===== src/rtl/dec_count_ctrl.sv =====
// Run controller for an external decade counter: counts {tens, cnt_q} up to a
// latched two-digit BCD target, with pause/resume, abort and optional auto-reload.
module dec_count_ctrl (
  input  logic       clock,
  input  logic       clear,
  input  logic       start,
  input  logic       stop,
  input  logic       abort,
  input  logic       mode,
  input  logic [7:0] target,
  input  logic [3:0] cnt_q,
  output logic       cnt_en,
  output logic       cnt_clr,
  output logic [3:0] tens,
  output logic       busy,
  output logic       done,
  output logic       err
);

  typedef enum logic [2:0] {
    S_IDLE = 3'd0,
    S_LOAD = 3'd1,
    S_RUN  = 3'd2,
    S_HOLD = 3'd3,
    S_DONE = 3'd4
  } state_t;

  state_t     state_q, state_d;
  logic [7:0] target_q, target_d;
  logic [3:0] tens_q, tens_d;
  logic       err_q, err_d;
  logic       cnt_clr_q, busy_q, done_q;
  logic       match_s, cnt_bad_s, run_s;

  function automatic logic is_bcd_pair(input logic [7:0] v);
    return (v[7:4] <= 4'd9) && (v[3:0] <= 4'd9);
  endfunction

  function automatic logic [3:0] bcd_inc(input logic [3:0] d);
    return (d >= 4'd9) ? 4'd0 : d + 4'd1;
  endfunction

  assign run_s     = (state_q == S_RUN);
  assign match_s   = ({tens_q, cnt_q} == target_q);
  assign cnt_bad_s = (cnt_q > 4'd9);

  // A corrupt counter value must not advance the counter in the cycle it is seen.
  assign cnt_en  = run_s & ~match_s & ~stop & ~abort & ~cnt_bad_s;
  assign cnt_clr = cnt_clr_q;
  assign tens    = tens_q;
  assign busy    = busy_q;
  assign done    = done_q;
  assign err     = err_q;

  // Next-state, target latch, tens digit and error flag.
  always_comb begin
    state_d  = state_q;
    target_d = target_q;
    tens_d   = tens_q;
    err_d    = err_q;
    case (state_q)
      S_IDLE: begin
        if (abort) begin
          state_d = S_IDLE;
        end else if (start) begin
          if (is_bcd_pair(target)) begin
            target_d = target;
            err_d    = 1'b0;
            state_d  = S_LOAD;
          end else begin
            err_d = 1'b1;
          end
        end else begin
          state_d = S_IDLE;
        end
      end
      S_LOAD: begin
        tens_d = 4'd0;
        if (abort) begin
          state_d = S_IDLE;
        end else begin
          state_d = S_RUN;
        end
      end
      S_RUN: begin
        if (abort) begin
          tens_d  = 4'd0;
          state_d = S_IDLE;
        end else if (cnt_bad_s) begin
          err_d   = 1'b1;
          state_d = S_IDLE;
        end else if (match_s) begin
          state_d = S_DONE;
        end else if (stop) begin
          state_d = S_HOLD;
        end else if (cnt_q == 4'd9) begin
          tens_d = bcd_inc(tens_q);
        end else begin
          state_d = S_RUN;
        end
      end
      S_HOLD: begin
        if (abort) begin
          tens_d  = 4'd0;
          state_d = S_IDLE;
        end else if (start) begin
          state_d = S_RUN;
        end else begin
          state_d = S_HOLD;
        end
      end
      S_DONE: begin
        if (abort) begin
          tens_d  = 4'd0;
          state_d = S_IDLE;
        end else if (mode) begin
          state_d = S_LOAD;
        end else begin
          state_d = S_IDLE;
        end
      end
      default: begin
        tens_d  = 4'd0;
        state_d = S_IDLE;
      end
    endcase
  end

  // State and datapath registers; Moore outputs are registered from the next state.
  always_ff @(posedge clock or negedge clear) begin
    if (!clear) begin
      state_q   <= S_IDLE;
      target_q  <= 8'h00;
      tens_q    <= 4'd0;
      err_q     <= 1'b0;
      cnt_clr_q <= 1'b0;
      busy_q    <= 1'b0;
      done_q    <= 1'b0;
    end else begin
      state_q   <= state_d;
      target_q  <= target_d;
      tens_q    <= tens_d;
      err_q     <= err_d;
      cnt_clr_q <= (state_d == S_LOAD);
      busy_q    <= (state_d == S_LOAD) || (state_d == S_RUN) || (state_d == S_HOLD);
      done_q    <= (state_d == S_DONE);
    end
  end

endmodule

===== config.mk =====
export PLATFORM = sky130hd
export DESIGN_NAME = dec_count_ctrl
export DESIGN_NICKNAME = d
export VERILOG_FILES = /design/src/rtl/dec_count_ctrl.sv
export SDC_FILE = /design/constraint.sdc
export NUM_CORES = 1
export LEC_CHECK = 0
export CORE_MARGIN = 2
export CORE_UTILIZATION = 51
export DETAILED_ROUTE_END_ITERATION = 12
export GPL_TIMING_DRIVEN = 0
export PLACE_DENSITY = 0.83
export SYNTH_ARGS = -nofsm -noshare
export SYNTH_HDL_FRONTEND = slang
export SYNTH_SLANG_ARGS = --single-unit

===== constraint.sdc =====
create_clock -name clock -period 2.55 [get_ports clock]
set_input_delay 0.51 -clock clock [delete_from_list [all_inputs] [get_ports clock]]
set_output_delay 0.51 -clock clock [all_outputs]
set_load 0.02 [all_outputs]

==> results.sh <==
export IMPL_clock_path_buffers=2
export IMPL_hold_viol_final=0
export IMPL_grt_max_degree=20
export IMPL_gr_total_overflow=0
export IMPL_via_per_inst=5.519
export IMPL_crit_slowest_cell="clkdlybuf4s50_1"
export IMPL_required_ns=2.04
export IMPL_critPathLaunch="cnt_q[3]"
export IMPL_grt_pass1_wl_um=3670
export IMPL_antennaDiodeCount=0
export IMPL_cts_root_buffer="clkbuf_4"
export IMPL_synthArstFlopShare=1.000
export IMPL_synth_warnings=0
export IMPL_rr_startpoint="tens[0]"
export IMPL_startpoint_type="input pin"
export IMPL_worst_pin_slew_ns=0.8270
export IMPL_crit_buf_inv=2
export IMPL_grt_pass1_vias=869
export IMPL_synth_top_area_share=0.4573
export IMPL_detailed_place_hpwl_um=1679
export IMPL_instances_no_fill=158
export IMPL_multi_input_area_um2=561.8
export IMPL_grt_util_all_layers=0.2030
export IMPL_synth_cell_types=32
export IMPL_route_vias_total=872
export IMPL_clock_sinks=19
export IMPL_worstPathArrival_ns=1.99
export IMPL_drc=0
export IMPL_setup_viol=0
export IMPL_leakagePower_nw=0.5916
export IMPL_period_minus_slack_ns=2.497
export IMPL_drive_gt1_frac=0.2214
export IMPL_r2r_slack_ns=0.92
export IMPL_holdPathEnd="target_q[0]"
export IMPL_die_area_mm2=0.002416
export IMPL_core_area_mm2=0.001942
export IMPL_crit_family="buffers and inverters"
export IMPL_crit_fanout=4
export IMPL_fin_tns_setup_ns=0
export IMPL_clock_skew_final_ns=0.003359
export IMPL_ioPinCount=27
export IMPL_synth_edf_count=0
export IMPL_slew_headroom=0.4469
export IMPL_reg2reg_to="tens[1]"
export IMPL_synth_cells=97
export IMPL_place_congestion=0.7797
export IMPL_cts_buffers=3
export IMPL_seq_area_um2=478.0
export IMPL_yosysTopAreaCell="dfrtp_1"
export IMPL_maxCapViolations=0
export IMPL_firstDrtPassIters=4
export IMPL_reg2reg_depth=6
export IMPL_min_from="target_q[0]"
export IMPL_clk_latency_ns=0.30
export IMPL_synth_area_top_cells="dfrtp_1 (46%), mux2_2 (8.7%), xnor2_1 (6.7%)"
export IMPL_place_inst=150
export IMPL_timing_fmax_mhz=400.5
export IMPL_netlist_area_mm2=0.001040
export IMPL_worstHoldPathType="reg2reg"
export IMPL_tritoncts="yes"
export IMPL_cp_cell_sequence="clkdlybuf4s50_1 -> xnor2_1 -> nand4_1 -> nor2_2 -> or2_4 -> nor2_1 -> clkdlybuf4s15_2"
export IMPL_drt_initial_drc_count=17
export IMPL_final_nets=153
export IMPL_end_kind="output pin"
export IMPL_wl_per_cell_um=13.85
export IMPL_slew_violations=0
export IMPL_ant_nets=0
export IMPL_avgSynthCellArea_um2=10.72
export IMPL_die_height_um=49.15
export IMPL_min_period_over_period=0.9793
export IMPL_n_fill_cell=146
export IMPL_max_stage_delay_ns=0.49
export IMPL_die_w_um=49.15
export IMPL_seq_area_frac_synth=0.4573
export IMPL_grt_setup_unrepaired="no"
export IMPL_crit_type="in2out"
export IMPL_ys_ff_latch=19
export IMPL_synthesis_nets=118
export IMPL_ctsHtreeMaxLevel=1
export IMPL_cts_hold_buf=0
export IMPL_clk_pin_slew_ns=0.11
export IMPL_run_status="finished, final reports clean"
export IMPL_p_per_area_mw_per_mm2=513.1
export IMPL_numPortBuffers=26
export IMPL_yosys_most_used_dff="dfrtp_1"
export IMPL_num_rows=16
export IMPL_antenna_found_initial=0
export IMPL_hold_depth=1
export IMPL_peakVddDrop_mv=0.4502
export IMPL_path_depth=7
export IMPL_start_util=0.5354
export IMPL_routed_wl_um=2189
export IMPL_synthToLayoutAreaGrowth_pct=35.38
[metrics by stage]
stage	util	cell area [um^2]	hold WS, ns	worst slack [ns]	power (W)
floorplan	-	1040	0.2144	0.5244	0.0004873
global placement	0.6869	1334	0.5111	-0.5546	0.0005545
detailed placement	0.6869	1334	0.5164	-0.5536	0.0005614
CTS	0.7043	1368	0.5405	0.02925	0.0007121
global route	0.7249	1408	0.5578	0.003417	0.0007607
finish	0.7249	1408	0.5370	0.05287	0.0007222
[metal layers]
layer | global-route usage | up-vias | share of wire
li1 | - | 418 | -
met4 | 0.1238 | 0 | 0.022
met1 | 0.2364 | 418 | 0.42
met5 | 0 | - | 0
met3 | 0.04294 | 6 | 0.047
met2 | 0.3401 | 30 | 0.51
[synth_stat cells (2+ instances only)]
master and n:
a21oi_1 5, dfrtp_1 19, ha_1 3, inv_1 4, mux2_2 8, nand2_1 6, nand3_1 2, nand4_1 2
nor2_1 12, o2111ai_1 2, o21ai_0 5, o21ai_2 2, xnor2_1 8
[cell type report]
| class | count | area share |
|---|---|---|
| clock buffer | 4 | 0.01867 |
| multi-input combinational | 74 | 0.3991 |
| tap | 27 | 0.02400 |
| sequential | 19 | 0.3396 |
| timing repair buffer | 30 | 0.2080 |
| inverter | 4 | 0.01067 |
[timing repair]
item / 4_1_cts / 5_1_grt
resized for setup: 5 / 6
setup buffers: 1 / 3
setup endpoints to repair: 1 / 1
endpoints found under the hold margin: 0 / 0
pin swaps: 1 / 2
[placed cells by master (no fill, tap or decap), drive strengths merged, types with 3 or more instances in the layout]
master and n:
a21oi 5, ha 3, xnor2 8, clkbuf 4, o21ai 7, nand2 6
buf 4, clkdlybuf4s50 23, inv 4, dfrtp 19, nor2 12, mux2 8
[worst max path at each step]
| stage | end | slack [ns] |
|---|---|---|
| floorplan | cnt_en | 0.52 |
| global placement | cnt_en | -0.55 |
| detailed placement | cnt_en | -0.55 |
| CTS | cnt_en | 0.03 |
| global route | cnt_en | 0.003 |
| finish | cnt_en | 0.05 |
[logic make-up (layout without fill, tap and decap cells)]
| family | Yosys count | in the layout | share of synthesized area |
|---|---|---|---|
| XOR/XNOR | 8 | 8 | 0.06739 |
| buffers and inverters | 4 | 38 | 0.01444 |
| AO/OA/AOI/OAI | 23 | 23 | 0.1577 |
| multiplexers | 9 | 9 | 0.09627 |
| adder cells (fa/ha/maj) | 3 | 3 | 0.03610 |
| flip-flops | 19 | 19 | 0.4573 |
| AND/OR/NAND/NOR | 31 | 31 | 0.1709 |
[power by group]
| group | internal [W] | switching [W] | leakage (nW) |
|---|---|---|---|
| Combinational | 0.000112 | 0.0000777 | 0.335 |
| Sequential | 0.000345 | 0.0000329 | 0.242 |
| Clock | 0.0000610 | 0.0000935 | 0.0150 |
| Total | 0.000518 | 0.000204 | 0.592 |
[sequential cells by signal (all words and copies together), names as in the netlist]
register and cells:
done 1, busy 1, tens 4, err 1, state_q 3, cnt_clr 1
target_q 8
Note: power is estimated with default switching activity, not from simulation.
